File: config.mk
export PLATFORM = sky130hd
export DESIGN_NAME = pkt_injector
export DESIGN_NICKNAME = d
export VERILOG_FILES = /design/src/rtl/pkt_injector.sv
export SDC_FILE = /design/constraint.sdc
export NUM_CORES = 1
export LEC_CHECK = 0
export ABC_CLOCK_PERIOD_IN_PS = 3200
export BUFFER_PORTS_ARGS = -buffer_cell sky130_fd_sc_hd__buf_2
export CAP_MARGIN = 40
export CORE_MARGIN = 2
export CORE_UTILIZATION = 56
export DETAILED_ROUTE_END_ITERATION = 6
export GPL_ROUTABILITY_DRIVEN = 0
export PLACE_DENSITY = 0.76
export SYNTH_ARGS = -nofsm -noshare
export SYNTH_HDL_FRONTEND = slang
export SYNTH_SLANG_ARGS = --single-unit
File: constraint.sdc
create_clock -name clk -period 3.2 [get_ports clk]
set_clock_uncertainty 0.2 [all_clocks]
set_input_delay 0.8 -clock clk [delete_from_list [all_inputs] [get_ports clk]]
set_output_delay 0.8 -clock clk [all_outputs]
set_load 0.01 [all_outputs]
File: src/rtl/pkt_injector.sv
// Host-to-switch packet injector: Avalon-MM pushes into three drain FIFOs.
// Optional PKT_INJ_HEX_EN adds hex1..hex3 seven-segment capture outputs.
module pkt_injector #(
  parameter int DEPTH = 16,
  parameter int CW    = 5
) (
  input  logic       clk,
  input  logic       reset_n,
  input  logic       chipselect,
  input  logic       write,
  input  logic       read,
  input  logic [2:0] address,
  input  logic [7:0] writedata,
  output logic [7:0] readdata,
  output logic [7:0] out_data1,
  output logic [7:0] out_data2,
  output logic [7:0] out_data3,
  output logic       out_valid1,
  output logic       out_valid2,
  output logic       out_valid3,
  input  logic       in_ready1,
  input  logic       in_ready2,
  input  logic       in_ready3
`ifdef PKT_INJ_HEX_EN
  ,
  output logic [7:0] hex1,
  output logic [7:0] hex2,
  output logic [7:0] hex3
`endif
);

  localparam int PW = $clog2(DEPTH);

  logic [7:0]    r_mem [3][DEPTH];
  logic [PW-1:0] r_wp  [3];
  logic [PW-1:0] r_rp  [3];
  logic [CW-1:0] r_occ [3];
  logic          r_drain;
  logic [2:0]    r_ovf;
  logic [7:0]    r_rdata;

  logic       w_wr;
  logic       w_flush;
  logic [2:0] w_rdy;
  logic [2:0] w_vld;
  logic [2:0] w_full;
  logic [2:0] w_pop;
  logic [2:0] w_push;
  logic [2:0] w_acc;
  logic [2:0] w_ovf_set;
  logic [7:0] w_head [3];

  assign w_rdy = {in_ready3, in_ready2, in_ready1};

  always_comb begin
    w_wr      = chipselect && write;
    w_flush   = w_wr && (address == 3'd3) && writedata[1];
    w_vld     = '0;
    w_full    = '0;
    w_pop     = '0;
    w_push    = '0;
    w_acc     = '0;
    w_ovf_set = '0;
    for (int k = 0; k < 3; k++) begin
      w_head[k]    = r_mem[k][r_rp[k]];
      w_vld[k]     = r_drain && (r_occ[k] != '0);
      w_full[k]    = (r_occ[k] == CW'(DEPTH));
      w_pop[k]     = w_vld[k] && w_rdy[k];
      // idle code 0x00 is never queued
      w_push[k]    = w_wr && (address == 3'(k)) && (writedata != 8'd0);
      w_acc[k]     = w_push[k] && (!w_full[k] || w_pop[k]);
      w_ovf_set[k] = w_push[k] && w_full[k] && !w_pop[k];
    end
  end

  always_ff @(posedge clk) begin
    for (int k = 0; k < 3; k++) begin
      if (w_acc[k]) r_mem[k][r_wp[k]] <= writedata;
    end
  end

  always_ff @(posedge clk) begin
    if (!reset_n) begin
      for (int k = 0; k < 3; k++) begin
        r_wp[k]  <= '0;
        r_rp[k]  <= '0;
        r_occ[k] <= '0;
      end
      r_drain <= 1'b0;
      r_ovf   <= '0;
    end else begin
      for (int k = 0; k < 3; k++) begin
        if (w_flush) begin
          r_wp[k]  <= '0;
          r_rp[k]  <= '0;
          r_occ[k] <= '0;
        end else begin
          if (w_acc[k]) r_wp[k] <= r_wp[k] + PW'(1);
          if (w_pop[k]) r_rp[k] <= r_rp[k] + PW'(1);
          r_occ[k] <= r_occ[k] + CW'(w_acc[k]) - CW'(w_pop[k]);
        end
      end
      if (w_wr && address == 3'd3) r_drain <= writedata[0];
      if (w_wr && address == 3'd4)
        r_ovf <= (r_ovf & ~writedata[2:0]) | w_ovf_set;
      else
        r_ovf <= r_ovf | w_ovf_set;
    end
  end

  always_ff @(posedge clk) begin
    if (!reset_n) begin
      r_rdata <= 8'd251;
    end else if (chipselect && read) begin
      unique case (address)
        3'd0:    r_rdata <= 8'(r_occ[0]);
        3'd1:    r_rdata <= 8'(r_occ[1]);
        3'd2:    r_rdata <= 8'(r_occ[2]);
        3'd3:    r_rdata <= {7'd0, r_drain};
        3'd4:    r_rdata <= {2'b00, w_full, r_ovf};
        default: r_rdata <= 8'd252;
      endcase
    end else begin
      r_rdata <= 8'd251;
    end
  end

  assign readdata   = r_rdata;
  assign out_valid1 = w_vld[0];
  assign out_valid2 = w_vld[1];
  assign out_valid3 = w_vld[2];
  assign out_data1  = w_vld[0] ? w_head[0] : 8'd0;
  assign out_data2  = w_vld[1] ? w_head[1] : 8'd0;
  assign out_data3  = w_vld[2] ? w_head[2] : 8'd0;

`ifdef PKT_INJ_HEX_EN
  logic [7:0] r_hex [3];

  function automatic logic [7:0] seg(input logic [1:0] v);
    unique case (v)
      2'd0: seg = 8'd63;
      2'd1: seg = 8'd6;
      2'd2: seg = 8'd91;
      default: seg = 8'd79;
    endcase
  endfunction

  always_ff @(posedge clk) begin
    if (!reset_n) begin
      for (int k = 0; k < 3; k++) r_hex[k] <= '0;
    end else begin
      for (int k = 0; k < 3; k++)
        if (w_pop[k]) r_hex[k] <= seg(w_head[k][1:0]);
    end
  end

  assign hex1 = r_hex[0];
  assign hex2 = r_hex[1];
  assign hex3 = r_hex[2];
`endif

endmodule
==> run metrics <==
status finished, violations left; failing checks setup timing; Slew Limit Fails 0; Routed wire per std cell around 23 µm; Crit Path Category register to output pin; Final Hold Fails 0; drt initial violations approximately 950; Max-slew headroom 30.14%; Vias per Instance just under 6; most common cell after layout, fill and taps aside edfxtp_1; P_int around 9.3 mW; Top Usage Layer GRT met2; Crit Path Max Fanout 6; Max-cap violations 0; Placeable Area 0.03229 mm²; sequential fraction of the synthesis area a little under three quarters; Seq cells post-synth 434; Layout area overhead 17.63%; chip width 184.4 µm; Warnings, synthesis 0; # IOs between 50 and 60; cell count after synthesis 991; CTS Buf Count 44; DRT antenna net count 0; nets@finish 1202; CP required about 2.2 ns; count of cell types in the netlist 49; WL final 38020 µm; commonest non-fill, non-tap cells in the layout edfxtp_1, mux4_2, buf_4; clock sink total 434; share of layout cells above drive strength 1 around a third; largest net degree at the start of global routing 51; Row Count 66; hold_buf cts 0; Worst Path Arrival 2.45 ns; power share of the combinational group 5.9%; Clock Latency Late Sink 0.53 ns; total number of vias 9562; Fmax achieved 0.2902 GHz; Leak Pwr 7.435 nW; full die area between 0.03 and 0.04 mm²; synthesized cell area about 0.018 mm²; synth top area cells edfxtp_1, mux4_2, ha_1; Worst-path clk slew 0.06 ns; CTS tree done; power per cell area 548.4 mW/mm²; number of synthesized flops with an enable pin roughly 420; number of global-route vias before repair 9828; Slew @ Worst Pin 1.048 ns; Final period util 107.7%; Psw 2.460 mW; sequential share of power 53.9%; setup ws final -0.2459 ns; worst slack at placement -0.1303 ns; syn_area_per_cell 18.39 µm²; Pwr Total 11.76 mW; H-tree Lvls 2; met2 GRT Util a little under two fifths; global-route wire length before repair ~56000 µm; clock tree buffer depth 3; met1 Usage GRT 29.99%; post-DP HPWL 22520 µm; min cycle time layout 3.446 ns; fraction of registers with async set/reset 0%; Pre-antenna DRT Iters 4; port buffer count 53; Startpoint Class register; Root Driver clkbuf_16; IR drop worst, VDD between 300 and 400 µV; grt met3 use 4.090%; GR Overflow Total 0; clock network fraction of design power between 40% and 50%; class of the worst hold path register to register; Die Height ~180 µm; DRC 0; initial antenna violation count 1; post-synth top area share between 60 and 70%; gr usage total 22.43%; largest area contributor in the netlist edfxtp_1; initial core utilization between 50 and 60%; Post-synth top flop edfxtp_1; CP endpoint kind output pin; switching share of power a little over a fifth; Setup violations, final 24; RSZ-0062 raised after global routing yes
[synth_stat cells, types with 2 or more instances]
| master | count |
|---|---|
| o21ai_0 | 22 |
| ha_1 | 32 |
| buf_4 | 14 |
| nor4_4 | 2 |
| inv_2 | 3 |
| or3b_1 | 2 |
| nor3_1 | 8 |
| buf_6 | 6 |
| mux4_2 | 96 |
| mux2_2 | 24 |
| o21ai_1 | 18 |
| buf_2 | 14 |
| o21bai_1 | 2 |
| buf_1 | 2 |
| and3_1 | 48 |
| nor3b_1 | 3 |
| and2_1 | 11 |
| a21o_1 | 5 |
| dfxtp_1 | 11 |
| a21oi_1 | 41 |
| fa_1 | 3 |
| nand2b_1 | 5 |
| nand3_1 | 17 |
| a31oi_1 | 3 |
| nand2_1 | 14 |
| xor2_1 | 9 |
| nor2b_1 | 9 |
| or3_1 | 3 |
| inv_1 | 34 |
| xnor2_1 | 13 |
| clkbuf_1 | 11 |
| mux2i_1 | 27 |
| nor2_1 | 41 |
| edfxtp_1 | 423 |
[power groups by stage]
stage	Sequential [mW]	Clock, mW	Combinational (mW)
2_1_floorplan	6.43	0	0.400
3_3_place_gp	6.45	0	0.616
3_5_place_dp	6.45	0	0.636
4_1_cts	6.33	4.79	0.677
5_1_grt	6.34	5.02	0.753
6_report	6.34	4.73	0.693
[stage by stage]
stage	hold slack, ns	cells	TNS [ns]	utilization [%]	instance area, µm²
2_1_floorplan	0.2493	1005	-0.02145	-	18380
3_3_place_gp	0.2594	1526	-0.1802	60.82	19640
3_5_place_dp	0.2693	1526	-0.2950	60.82	19640
4_1_cts	0.2786	1616	-3.691	65.89	21270
5_1_grt	0.2949	1621	-5.814	66.39	21440
6_report	0.2850	1622	-3.824	66.40	21440
[cells by family after synthesis]
| logic type | after synthesis | share of synthesized area [%] |
|---|---|---|
| flip-flops | 434 | 70.90 |
| AND/OR/NAND/NOR | 171 | 5.286 |
| multiplexers | 147 | 14.83 |
| AO/OA/AOI/OAI | 97 | 3.014 |
| buffers and inverters | 84 | 2.362 |
| adder cells (fa/ha/maj) | 35 | 2.526 |
| XOR/XNOR | 22 | 1.057 |
| other | 1 | 0.02058 |
[layer usage]
metal  part of all wire (%)  vias up
li1                       -     4246
met1                     40     4865
met2                     51      396
met3                    7.1       55
met4                    1.8        0
met5                      0        -
[critical path, cell delays in order, from the launching register on]
cell,delay (ns)
edfxtp_1,0.39
buf_6,0.15
buf_16,0.13
mux4_2,0.50
mux2_4,0.29
o21ai_1,0.15
a21oi_1,0.10
buf_2,0.21
[sequential cells by signal, indices dropped and copies added (netlist names)]
name and flops:
r_wp 12, r_rp 12, readdata 7, r_drain 1
r_ovf 3, r_mem 384, r_occ 15
[layout make-up]
class / count / area, µm²
antenna: 1 / 2.502
clock buffer: 51 / 1149
clock inverter: 26 / 162.7
fill: 2058 / 10850
inverter: 37 / 143.9
multi-input combinational: 487 / 5240
sequential: 434 / 12920
tap: 442 / 553.0
timing repair buffer: 144 / 1265
[path summary, 6_finish.rpt]
kind / start / end / slack [ns] / cells after the start
setup / recovery: r_rp[1][2]$_SDFFCE_PN0P_ / out_data2[1] / -0.25 / 7
hold / removal: r_ovf[2]$_SDFF_PN0_ / r_ovf[2]$_SDFF_PN0_ / 0.29 / 2
setup reg to reg: r_occ[1][2]$_SDFFCE_PN0P_ / r_occ[1][4]$_SDFFCE_PN0P_ / 0.08 / 13
hold reg to reg: r_ovf[2]$_SDFF_PN0_ / r_ovf[2]$_SDFF_PN0_ / 0.29 / 2
[timing repair]
item / 4_1_cts / 5_1_grt
cloned: 3 / 1
pin swaps: 0 / 0
resized for setup: 53 / 42
endpoints found under the setup margin: 26 / 27
setup buffers: 10 / 6
Power figures use the tool's default switching activity.
